$ cat config.mk
export PLATFORM = sky130hd
export DESIGN_NAME = uart_rx_fifo
export DESIGN_NICKNAME = d
export VERILOG_FILES = /design/src/rtl/uart_rx_fifo.sv
export SDC_FILE = /design/constraint.sdc
export NUM_CORES = 1
export LEC_CHECK = 0
export CAP_MARGIN = 30
export CORE_ASPECT_RATIO = 2
export CORE_MARGIN = 4
export CORE_UTILIZATION = 30
export DETAILED_ROUTE_END_ITERATION = 10
export SLEW_MARGIN = 20
export SYNTH_ARGS = -nofsm -noshare
export SYNTH_HDL_FRONTEND = slang
export SYNTH_SLANG_ARGS = --single-unit
$ cat constraint.sdc
create_clock -name CLK -period 6.4 [get_ports CLK]
set_input_delay 1.28 -clock CLK [delete_from_list [all_inputs] [get_ports CLK]]
set_output_delay 1.28 -clock CLK [all_outputs]
set_load 0.05 [all_outputs]
$ cat src/rtl/uart_rx_fifo.sv
// UART receiver (8N1, LSB first) feeding a small first-word-fall-through FIFO.
// The line is double-synchronized, sampled mid-bit, and completed bytes are
// queued for a ready/valid consumer. Framing errors and FIFO overruns are
// reported as single-cycle pulses.
module uart_rx_fifo #(
    parameter int CLK_PER_BIT = 868,
    parameter int FIFO_WIDTH  = 2
) (
    input  logic       CLK,
    input  logic       RSTN,
    input  logic       UART_RX,
    output logic [7:0] rx_data,
    output logic       rx_valid,
    input  logic       rx_ready,
    output logic       frame_err,
    output logic       overrun
);

    localparam int                  DEPTH    = 1 << FIFO_WIDTH;
    localparam logic [15:0]         BIT_M1   = 16'(CLK_PER_BIT - 1);
    localparam logic [15:0]         HALF_M1  = 16'(CLK_PER_BIT / 2 - 1);
    localparam logic [FIFO_WIDTH:0] FULL_CNT = (FIFO_WIDTH + 1)'(DEPTH);
    localparam logic [FIFO_WIDTH:0] CNT_ONE  = (FIFO_WIDTH + 1)'(1);
    localparam logic [FIFO_WIDTH-1:0] PTR_ONE = FIFO_WIDTH'(1);

    typedef enum logic [1:0] {
        IDLE  = 2'd0,
        START = 2'd1,
        DATA  = 2'd2,
        STOP  = 2'd3
    } state_t;

    // Synchronizer and receiver state
    logic        sync1_q, rx_s_q;
    logic        en_q;
    state_t      state_q, state_d;
    logic [15:0] cnt_q, cnt_d;
    logic [2:0]  idx_q, idx_d;
    logic [7:0]  shift_q, shift_d;
    logic        brk_q, brk_d;
    logic        frame_err_q, frame_err_d;
    logic        push;

    // FIFO state
    logic [7:0]            mem_q [DEPTH];
    logic [FIFO_WIDTH-1:0] rd_ptr_q, rd_ptr_d;
    logic [FIFO_WIDTH-1:0] wr_ptr_q, wr_ptr_d;
    logic [FIFO_WIDTH:0]   count_q, count_d;
    logic                  overrun_q, overrun_d;
    logic                  pop, full, wr_en;

    // Two-flop synchronizer on the asynchronous line; idles high out of reset.
    always_ff @(posedge CLK or negedge RSTN) begin
        if (!RSTN) begin
            sync1_q <= 1'b1;
            rx_s_q  <= 1'b1;
        end else begin
            sync1_q <= UART_RX;
            rx_s_q  <= sync1_q;
        end
    end

    // Receiver next-state: mid-bit sampling, glitch rejection, break lockout.
    always_comb begin
        state_d     = state_q;
        cnt_d       = cnt_q;
        idx_d       = idx_q;
        shift_d     = shift_q;
        brk_d       = brk_q;
        frame_err_d = 1'b0;
        push        = 1'b0;
        if (en_q) begin
            unique case (state_q)
                IDLE: begin
                    // After a framing error the line must return high before
                    // a new start bit is accepted, so a break reports once.
                    if (brk_q) begin
                        if (rx_s_q) brk_d = 1'b0;
                    end else if (!rx_s_q) begin
                        state_d = START;
                        cnt_d   = HALF_M1;
                    end
                end
                START: begin
                    if (cnt_q == 16'd0) begin
                        if (!rx_s_q) begin
                            state_d = DATA;
                            cnt_d   = BIT_M1;
                            idx_d   = 3'd0;
                        end else begin
                            state_d = IDLE;
                        end
                    end else begin
                        cnt_d = cnt_q - 16'd1;
                    end
                end
                DATA: begin
                    if (cnt_q == 16'd0) begin
                        shift_d[idx_q] = rx_s_q;
                        cnt_d          = BIT_M1;
                        if (idx_q == 3'd7) state_d = STOP;
                        else               idx_d   = idx_q + 3'd1;
                    end else begin
                        cnt_d = cnt_q - 16'd1;
                    end
                end
                STOP: begin
                    if (cnt_q == 16'd0) begin
                        state_d = IDLE;
                        if (rx_s_q) begin
                            push = 1'b1;
                        end else begin
                            frame_err_d = 1'b1;
                            brk_d       = 1'b1;
                        end
                    end else begin
                        cnt_d = cnt_q - 16'd1;
                    end
                end
                default: state_d = IDLE;
            endcase
        end
    end

    // FIFO bookkeeping: a push into a full FIFO is accepted only alongside a pop.
    always_comb begin
        pop       = rx_valid && rx_ready;
        full      = (count_q == FULL_CNT);
        wr_en     = push && (!full || pop);
        overrun_d = push && full && !pop;
        rd_ptr_d  = pop   ? rd_ptr_q + PTR_ONE : rd_ptr_q;
        wr_ptr_d  = wr_en ? wr_ptr_q + PTR_ONE : wr_ptr_q;
        unique case ({wr_en, pop})
            2'b10:   count_d = count_q + CNT_ONE;
            2'b01:   count_d = count_q - CNT_ONE;
            default: count_d = count_q;
        endcase
    end

    // Control registers; en_q delays the first FSM step until the second edge after reset release.
    always_ff @(posedge CLK or negedge RSTN) begin
        if (!RSTN) begin
            en_q        <= 1'b0;
            state_q     <= IDLE;
            cnt_q       <= 16'd0;
            idx_q       <= 3'd0;
            brk_q       <= 1'b0;
            frame_err_q <= 1'b0;
            overrun_q   <= 1'b0;
            rd_ptr_q    <= '0;
            wr_ptr_q    <= '0;
            count_q     <= '0;
        end else begin
            en_q        <= 1'b1;
            state_q     <= state_d;
            cnt_q       <= cnt_d;
            idx_q       <= idx_d;
            brk_q       <= brk_d;
            frame_err_q <= frame_err_d;
            overrun_q   <= overrun_d;
            rd_ptr_q    <= rd_ptr_d;
            wr_ptr_q    <= wr_ptr_d;
            count_q     <= count_d;
        end
    end

    // Data-path registers carry no reset: shift register and FIFO storage.
    always_ff @(posedge CLK) begin
        shift_q <= shift_d;
        if (wr_en) mem_q[wr_ptr_q] <= shift_q;
    end

    // Head of FIFO is presented directly; forced to zero while empty.
    always_comb begin
        rx_valid  = (count_q != '0);
        rx_data   = rx_valid ? mem_q[rd_ptr_q] : 8'h00;
        frame_err = frame_err_q;
        overrun   = overrun_q;
    end

endmodule

## Word level (Yosys, flattened, before mapping)

Memory sizes are Yosys's and may differ from the RTL's.
Index checks and enable logic that the tools add are counted.

| word-level totals | value |
|---|---|
| word-level logic and storage cells | 98 |
| flip-flop bits (word level) | 42 |
| memories | 1 |
| input bits | 4 |
| memory bits (writable) | 32 |
| output and inout port bits | 11 |

| cells by class | value |
|---|---|
| reduce and logical (&&, ||, !) cells | 19 |
| add/sub/neg operators | 6 |
| mux-type cells | 39 |
| equal/unequal tests | 18 |
| order comparisons | 2 |

Memory list:

| memory | words | width | read ports | clocked after Yosys merged registers in | write ports | RTL line | text |
|---|---|---|---|---|---|---|---|
| mem_q | 4 | 8 | 1 | 0 | 1 | 45 | `logic [7:0] mem_q [DEPTH];` |

Operators by type and width:

| operator | number |
|---|---|
| 2-to-1 mux 16 bit | 6 |
| one-hot mux 16 bit (4 select lines) | 1 |
| inequality test 2 bit, second input constant | 10 |
| logical NOT 16 bit | 1 |
| subtractor 16 x 1 -> 16 bit, second input constant | 1 |
| 2-to-1 mux 1 bit | 14 |
| 2-to-1 mux 2 bit | 7 |
| 2-to-1 mux 3 bit | 4 |
| one-hot mux 3 bit (2 select lines) | 2 |
| bitwise mux 8 bit | 1 |
| 2-to-1 mux 8 bit | 1 |
| one-hot mux 2 bit (4 select lines) | 1 |
| AND reduction 7 bit | 1 |
| adder 3 x 1 -> 3 bit, second input constant | 2 |
| == test 2 bit, second input constant | 3 |
| == test 3 bit, second input constant | 2 |
| AND reduction 6 bit | 1 |
| nonzero test 2 bit | 3 |
| logical AND 1 bit | 5 |
| AND reduction 5 bit | 1 |
| adder 2 x 1 -> 2 bit, second input constant | 2 |
| == test 2 x 1 -> 1 bit, second input constant | 2 |
| less-than comparator 3 x 4 -> 1 bit, second input constant | 1 |
| AND reduction 4 bit | 1 |
| 10 further kinds | 11 |

## Longest topological paths before layout

Gate-level depths: netlist of run 1.

| depth | value |
|---|---|
| depth in word-level cells | 7 |
| depth in mapped cells | 10 |

## Least setup slack after synthesis of run 1

OpenSTA, ideal clock, no wires.

| timing | value |
|---|---|
| kind | register to output |
| start point | register count_q[2] |
| end point | output port rx_data[0] |
| cell stages (with the launch flop) | 4 |
| data required time | 5.120 ns |
| path slack | 3.432 ns |
| arrival time | 1.688 ns |
| cell sequence | dfrtp_1 or3_1 clkbuf_1 and2_1 |

| on the way | value |
|---|---|
| word-level cells in the longest chain between the ends | 2 |

RTL lines:

| item | RTL line | text |
|---|---|---|
| start: declaration | 48 | `logic [FIFO_WIDTH:0] count_q, count_d;` |
| start signal: assignment | 163 | `count_q <= count_d;` |
| nonzero test 3 bit | 175 | `rx_valid = (count_q != '0);` |
| named net rx_valid | 13 | `output logic rx_valid,` |
| 2-to-1 mux 8 bit | 176 | `rx_data = rx_valid ? mem_q[rd_ptr_q] : 8'h00;` |
| end: declaration | 12 | `output logic [7:0] rx_data,` |

The timed path passes the listed nets, and every way through them passes these cells.

## Final worst setup path of run 1

| timing | value |
|---|---|
| start point | register rd_ptr_q[0] |
| end point | output port rx_data[1] |

| on the way | value |
|---|---|
| word-level cells in the longest chain between the ends | 2 |

RTL lines:

| item | RTL line | text |
|---|---|---|
| start: declaration | 46 | `logic [FIFO_WIDTH-1:0] rd_ptr_q, rd_ptr_d;` |
| start signal: assignment | 161 | `rd_ptr_q <= rd_ptr_d;` |
| memory (4 x 8 bit) | n/a |  |
| 2-to-1 mux 8 bit | 176 |  |

Every way passes these cells.

==> tab_implementation.tex, run 1 <==
\begin{tabular}{lr}
\hline
Metric & Value \\
\hline
\multicolumn{2}{l}{\textbf{Layout}} \\
Final Instance Area & 4210 um\^{}2 \\
Number of diodes & 0 \\
Share of layout cells above drive strength 1 & about an eighth \\
Leading cell type in the layout, fill and taps excluded & edfxtp\_1 \\
Commonest non-fill, non-tap cells in the layout & edfxtp\_1 (40), dfrtp\_1 (32), nor2\_1 (19), o21ai\_0 (18), nor3\_1 (14) \\
Finished Core Util & between 30\% and 40\% \\
Fin cells & 464 \\
Area delta synth->final & 16.5\% \\
Post-layout nets & around 330 \\
\multicolumn{2}{l}{\textbf{Worst setup path}} \\
Critical Path Start Type & flip-flop \\
Worst path max stage delay & between 0.7 and 0.8 ns \\
Crit path kind & reg -> out \\
CP arrival & approximately 2.5 ns \\
Buffers plus inverters on the worst setup path & 1 \\
Maximum fanout encountered on the critical timing path & 10 \\
Required time of the critical path & between 5 and 6 ns \\
Crit path capture type & output port \\
Chain of cells forming the critical path & mux4\_2 -> and2\_1 -> clkdlybuf4s50\_1 \\
Worst path top cell family by delay & flip-flops \\
Critical Path Slowest Stage Cell & dfrtp\_1 \\
\multicolumn{2}{l}{\textbf{GRT}} \\
Number of antenna violations at the first check in global routing & 0 \\
GR Overflow Total & 0 \\
Global-route total usage across every layer & about 11\% \\
Largest net degree at the start of global routing & 35 \\
Number of global-route vias before repair & 2,515 \\
Global-route wire length before repair & 12.4 mm \\
\multicolumn{2}{l}{\textbf{Logic synthesis}} \\
Mapped Avg Cell Area & $\sim$12 um\^{}2 \\
Number of different library cells in the post-synthesis netlist & 56 \\
Cell area after synthesis & $\sim$3600 um\^{}2 \\
Syn\_nets & 316 \\
Flip-flop cell with the highest count after synthesis & edfxtp\_1 \\
Fraction of registers with async set or reset after synthesis & between 40\% and 50\% \\
Synth Instances & 299 \\
Number of synthesized register bits & between 70 and 80 \\
Number of flops mapped to enable cells by yosys & 40 \\
Sequential area share after synthesis & $\sim$57\% \\
Yosys synthesis warning count & 0 \\
\multicolumn{2}{l}{\textbf{Timing}} \\
Rel. slew slack & about two fifths \\
Least setup slack across all paths after layout & approximately 2.6 ns \\
Final setup violating endpoints & 0 \\
Minimum clock period & 3.76 ns \\
Worst clock skew & $\sim$0.0059 ns \\
Least-Margin Pin Slew & about 0.88 ns \\
RSZ-0062 raised after global routing & no \\
Fmax & 266 MHz \\
Number of hold violations in the final report & 0 \\
Fin. max-slew vios & 0 \\
Final Cycle Share & roughly three fifths \\
Hold Slack & roughly 0.36 ns \\
Setup TNS after final layout & 0 ns \\
\multicolumn{2}{l}{\textbf{Placement}} \\
Routability congestion estimate & between 0.7 and 0.8 \\
Worst setup timing slack at the placement stage & about 3.0 ns \\
Dpl hpwl & $\sim$5.3 mm \\
Instance area after placement & 3880 um\^{}2 \\
\# placed instances & 446 \\
Number of input and output port buffers inserted & 14 \\
\multicolumn{2}{l}{\textbf{Pwr}} \\
Static leakage & about 1.6 nW \\
Peak supply drop & approximately 0.21 mV \\
Power density over cell area & 443 nW/um\^{}2 \\
Overall power consumption & 1.86 mW \\
\multicolumn{2}{l}{\textbf{Clocking}} \\
Clock transition at the register clock pins on the worst setup and hold paths after CTS & around 0.060 ns \\
PostCTS Resize Cnt & 0 \\
Number of hold buffers added after cts & 0 \\
Longest Clk Path Bufs & 2 \\
CTS root buf & clkbuf\_16 \\
Count of clock tree sinks & 74 \\
H-tree depth & 3 \\
Buffers inserted by post-CTS timing repair & 0 \\
Number of buffers added by the clock tree synthesis step & 9 \\
Clock Latency Late Sink & roughly 0.33 ns \\
CTS tree & yes \\
\multicolumn{2}{l}{\textbf{Detailed routing}} \\
Detailed-router iteration count before antenna repair & 4 \\
Remaining number of nets flagged by the antenna check after routing & 0 \\
Wirelength per Cell & 15.5 um \\
DR vias/cell & between 5 and 6 \\
Vias post-DR & between 2k and 2.5k \\
Total wire length after detailed routing & slightly above 7 mm \\
DRC marker count from the first detailed-route iteration & 80 \\
Number of design rule violations left after detail routing & 0 \\
\multicolumn{2}{l}{\textbf{Die}} \\
Number of primary I/O pins & 15 \\
Placeable core area & approximately 12,000 um\^{}2 \\
Initial standard-cell utilization of the core & between 30\% and 40\% \\
Number of rows in the core area & between 50 and 60 \\
Vertical extent of the die & 163 um \\
Die width & $\sim$86 um \\
Area enclosed by the die boundary & approximately 14,000 um\^{}2 \\
\multicolumn{2}{l}{\textbf{Status}} \\
Status & completed \\
\multicolumn{2}{l}{\textbf{Min path}} \\
Hold/Removal Path Class & reg -> reg \\
\multicolumn{2}{l}{\textbf{Flow run}} \\
Max Cap Violations & 0 \\
\hline
\end{tabular}
-- layout make-up --
| cell class | count | area (um^2) |
|---|---|---|
| fillers | 1152 | 7560 |
| flip-flops and latches | 74 | 2050 |
| multi-input cells | 203 | 1470 |
| clock buffers | 10 | 229 |
| well taps | 145 | 181 |
| repair buffers | 16 | 168 |
| clock inverters | 6 | 66.3 |
| inverters | 10 | 37.5 |
-- layer usage --
metal / vias up / track usage, % / routed length, um
met2: 34 / 21.8 / 4210
met1: 1197 / 10.9 / 2510
met5: - / 0 / 0
li1: 1168 / - / -
met4: 0 / 6.27 / 244
met3: 16 / 2.78 / 230
-- synthesized netlist by cell type (all sizes together) (2+ instances only) --
library cell,number,area (um^2)
nor3b,2,15.0
a21o,6,45.0
and4,3,26.3
o21a,3,22.5
or3,2,12.5
clkbuf,7,26.3
or2,2,12.5
mux4,8,180
o22a,2,17.5
nand2,14,55.1
a31oi,4,40.0
and2,13,81.3
nand3,12,60.1
o21ai,22,118
dfstp,2,52.6
dfrtp,32,801
xnor2,3,26.3
nand2b,3,18.8
o221ai,2,23.8
nor2,19,71.3
or4,4,33.8
buf,5,23.8
a21boi,4,30.0
a21oi,12,60.1
o22ai,2,12.5
edfxtp,40,1200
nor4,10,77.6
inv,10,37.5
ha,12,150
nand3b,2,15.0
o211ai,5,37.5
nand4,4,25.0
nor3,15,80.1
-- state kept, by name (all words and copies together), names as in the netlist, named ones only --
| signal | count |
|---|---|
| mem_q | 32 |
| cnt_q | 16 |
| shift_q | 8 |
| count_q | 3 |
| idx_q | 3 |
| rd_ptr_q | 2 |
| wr_ptr_q | 2 |
| brk_q | 1 |
| en_q | 1 |
| frame_err | 1 |
| overrun | 1 |
| rx_s_q | 1 |
| state_q | 1 |
| sync1_q | 1 |
-- where the power goes --
group	total, mW	switching, mW	leakage, nW	internal [mW]
registers	0.656	0.0992	0.791	0.557
clock network	0.492	0.190	0.135	0.302
logic	0.717	0.431	0.625	0.286
-- cell families (layout without fill, tap and decap cells) --
group / count (synthesis) / after routing / share of synthesized area (%)
DFF: 74 / 74 / 56.9
other: 1 / 1 / 0.104
AOI/OAI and AO/OA: 68 / 68 / 12.7
and+or+nand+nor: 108 / 108 / 16.8
xor gates and xnor gates: 3 / 3 / 0.728
adders and majority gates: 13 / 13 / 4.71
buffers and inverters: 22 / 42 / 2.42
muxes: 10 / 10 / 5.58
-- worst paths after layout --
check	endpoint	slack, ns	cells past startpoint	startpoint
max in group asynchronous	count_q[2]	5.04	2	RSTN
min in group asynchronous	cnt_q[12]	0.91	1	RSTN
max reg2reg	count_q[2]	3.31	7	cnt_q[10]
min	rx_s_q	0.36	0	sync1_q
max	rx_data[1]	2.64	3	rd_ptr_q[0]
min reg2reg	rx_s_q	0.36	0	sync1_q
(Power assumes the default switching activity.)
==> run 2: changes to the inputs <==
==> constraint.sdc (replaced) <==
create_clock -name CLK -period 3.4 [get_ports CLK]
set_input_delay 0.68 -clock CLK [delete_from_list [all_inputs] [get_ports CLK]]
set_output_delay 0.68 -clock CLK [all_outputs]
set_load 0.05 [all_outputs]
==> run 2 against run 1 <==
  * Power grew 89%
  * Critical path depth unchanged
  * Die area is the same
  * Clock-buffer cell count down 1
  * Via count unchanged
  * Sequential cell count stayed put
  * Sequential share of layout area rose by 0.073 points
  * Critical path type unchanged
==> tab_implementation.tex, run 2 (synthesis gave the netlist of run 1 again) <==
\begin{tabular}{lr}
\hline
Metric & Value \\
\hline
\multicolumn{2}{l}{\textbf{Die}} \\
Area enclosed by the die boundary & approximately 14,000 um\^{}2 \\
Die width & approximately 86 um \\
Vertical extent of the die & between 150 and 200 um \\
Initial standard-cell utilization of the core & a little under a third \\
Placeable core area & $\sim$12,000 um\^{}2 \\
Number of primary I/O pins & 15 \\
Number of rows in the core area & 56 \\
\multicolumn{2}{l}{\textbf{Clocking}} \\
Clock transition at the register clock pins on the worst setup and hold paths after CTS & 0.06 ns \\
Clock Latency Late Sink & around 0.34 ns \\
Number of buffers added by the clock tree synthesis step & 9 \\
PostCTS Resize Cnt & 0 \\
CTS tree & yes \\
Number of hold buffers added after cts & 0 \\
CTS root buf & clkbuf\_16 \\
Longest Clk Path Bufs & 2 \\
Buffers inserted by post-CTS timing repair & 0 \\
H-tree depth & 3 \\
Count of clock tree sinks & 74 \\
\multicolumn{2}{l}{\textbf{Detailed routing}} \\
Total wire length after detailed routing & 7.10 mm \\
Wirelength per Cell & 15.2 um \\
Detailed-router iteration count before antenna repair & 4 \\
Number of design rule violations left after detail routing & 0 \\
Remaining number of nets flagged by the antenna check after routing & 0 \\
DR vias/cell & around 5.2 \\
DRC marker count from the first detailed-route iteration & around 120 \\
Vias post-DR & about 2.4k \\
\multicolumn{2}{l}{\textbf{Status}} \\
Status & completed \\
\multicolumn{2}{l}{\textbf{Worst setup path}} \\
Required time of the critical path & roughly 2.7 ns \\
CP arrival & 2.46 ns \\
Critical Path Slowest Stage Cell & dfrtp\_1 \\
Chain of cells forming the critical path & mux4\_2 -> and2\_1 -> clkdlybuf4s50\_1 \\
Crit path capture type & output port \\
Crit Reg-Reg Startpoint & cnt\_q[10] \\
CP Launch Point & rd\_ptr\_q[0] \\
Crit path kind & reg -> out \\
Maximum fanout encountered on the critical timing path & 9 \\
Critical Path Start Type & flip-flop \\
Worst path max stage delay & slightly below 0.7 ns \\
\multicolumn{2}{l}{\textbf{Pwr}} \\
Peak supply drop & about 0.38 mV \\
Static leakage & about 1.6 nW \\
Power density over cell area & about 840 nW/um\^{}2 \\
\multicolumn{2}{l}{\textbf{Layout}} \\
Commonest non-fill, non-tap cells in the layout & edfxtp\_1 (40), dfrtp\_1 (32), nor2\_1 (19), o21ai\_0 (18), nor3\_1 (14) \\
Area delta synth->final & 16.3\% \\
FF/Latch Area & slightly above 2000 um\^{}2 \\
Post-layout nets & roughly 330 \\
Fill cell total of the finished layout & 1,172 \\
Max reg flops & 32 \\
Top reg by flops & mem\_q \\
Finished Core Util & roughly 36\% \\
Number of diodes & 0 \\
Leading cell type in the layout, fill and taps excluded & edfxtp\_1 \\
Final Instance Area & $\sim$4200 um\^{}2 \\
Area used by multi-input combinational logic & between 1000 and 1500 um\^{}2 \\
Largest registers & mem\_q (32), cnt\_q (16), shift\_q (8) \\
Share of layout cells above drive strength 1 & 13.1\% \\
\multicolumn{2}{l}{\textbf{Timing}} \\
Number of hold violations in the final report & 0 \\
Fmax & roughly 320 MHz \\
Rel. slew slack & 45.5\% \\
Setup TNS after final layout & 0 ns \\
Final setup violating endpoints & 0 \\
RSZ-0062 raised after global routing & no \\
Fin. max-slew vios & 0 \\
Least-Margin Pin Slew & 0.817 ns \\
Worst clock skew & roughly 0.0073 ns \\
Hold Slack & about 0.37 ns \\
Minimum clock period & between 3 and 4 ns \\
Final Cycle Share & between 90 and 100\% \\
\multicolumn{2}{l}{\textbf{GRT}} \\
Global-route wire length before repair & between 10 and 15 mm \\
Number of antenna violations at the first check in global routing & 0 \\
GR Overflow Total & 0 \\
Largest net degree at the start of global routing & 35 \\
Global-route total usage across every layer & between 10\% and 20\% \\
Number of global-route vias before repair & around 2.5k \\
\multicolumn{2}{l}{\textbf{Placement}} \\
Dpl hpwl & approximately 5.4 mm \\
Instance area after placement & between 3000 and 4000 um\^{}2 \\
Number of input and output port buffers inserted & 14 \\
Routability congestion estimate & around 0.81 \\
\multicolumn{2}{l}{\textbf{Min path}} \\
Critical hold path startpoint & sync1\_q \\
Hold/Removal Path Class & reg -> reg \\
\multicolumn{2}{l}{\textbf{Flow run}} \\
Max Cap Violations & 0 \\
\hline
\end{tabular}
==> run 2: power breakdown <==
part	internal [mW]	total (mW)	switching, mW
clock	0.517	0.918	0.401
combinational	0.554	1.38	0.822
sequential	1.05	1.23	0.184
==> run 2: final timing paths <==
path / depth (start not counted) / end / slack, ns
min in group asynchronous: 1 / idx_q[0] / 0.43
hold reg to reg: 0 / rx_s_q / 0.37
hold / removal: 0 / rx_s_q / 0.37
max in group asynchronous: 1 / rd_ptr_q[0] / 2.45
setup reg to reg: 7 / count_q[2] / 0.38
setup / recovery: 3 / rx_data[0] / 0.26
==> run 2: metrics by stage <==
stage | worst slack [ns] | cells | total power [mW]
floorplan | 0.551 | 299 | 2.25
global placement | 0.436 | 450 | 2.61
detailed placement | 0.403 | 450 | 2.64
CTS | 0.170 | 466 | 3.57
global route | 0.106 | 466 | 3.76
finish | 0.255 | 466 | 3.52
==> run 2: layout make-up <==
cell class	count	area share [%]
flip-flops and latches	74	48.9
clock inverters	7	1.58
well taps	145	4.32
repair buffers	18	3.93
inverters	10	0.894
multi-input cells	203	35.0
clock buffers	9	5.36
==> run 2: metal layers <==
layer / part of all wire (%) / wire length, um / vias to the layer above / global-route usage, %
li1: - / - / 1168 / -
met1: 34 / 2430 / 1199 / 9.79
met2: 61 / 4300 / 35 / 22.8
met3: 2.6 / 182 / 13 / 2.17
met4: 2.6 / 187 / 0 / 5.84
met5: 0 / 0 / - / 0
==> run 2: critical path: cells and delay by family (launching register included) <==
family | cells | cell delay (ns)
muxes | 1 | 0.58
DFF | 1 | 0.69
and+or+nand+nor | 1 | 0.17
buffers and inverters | 1 | 0.69
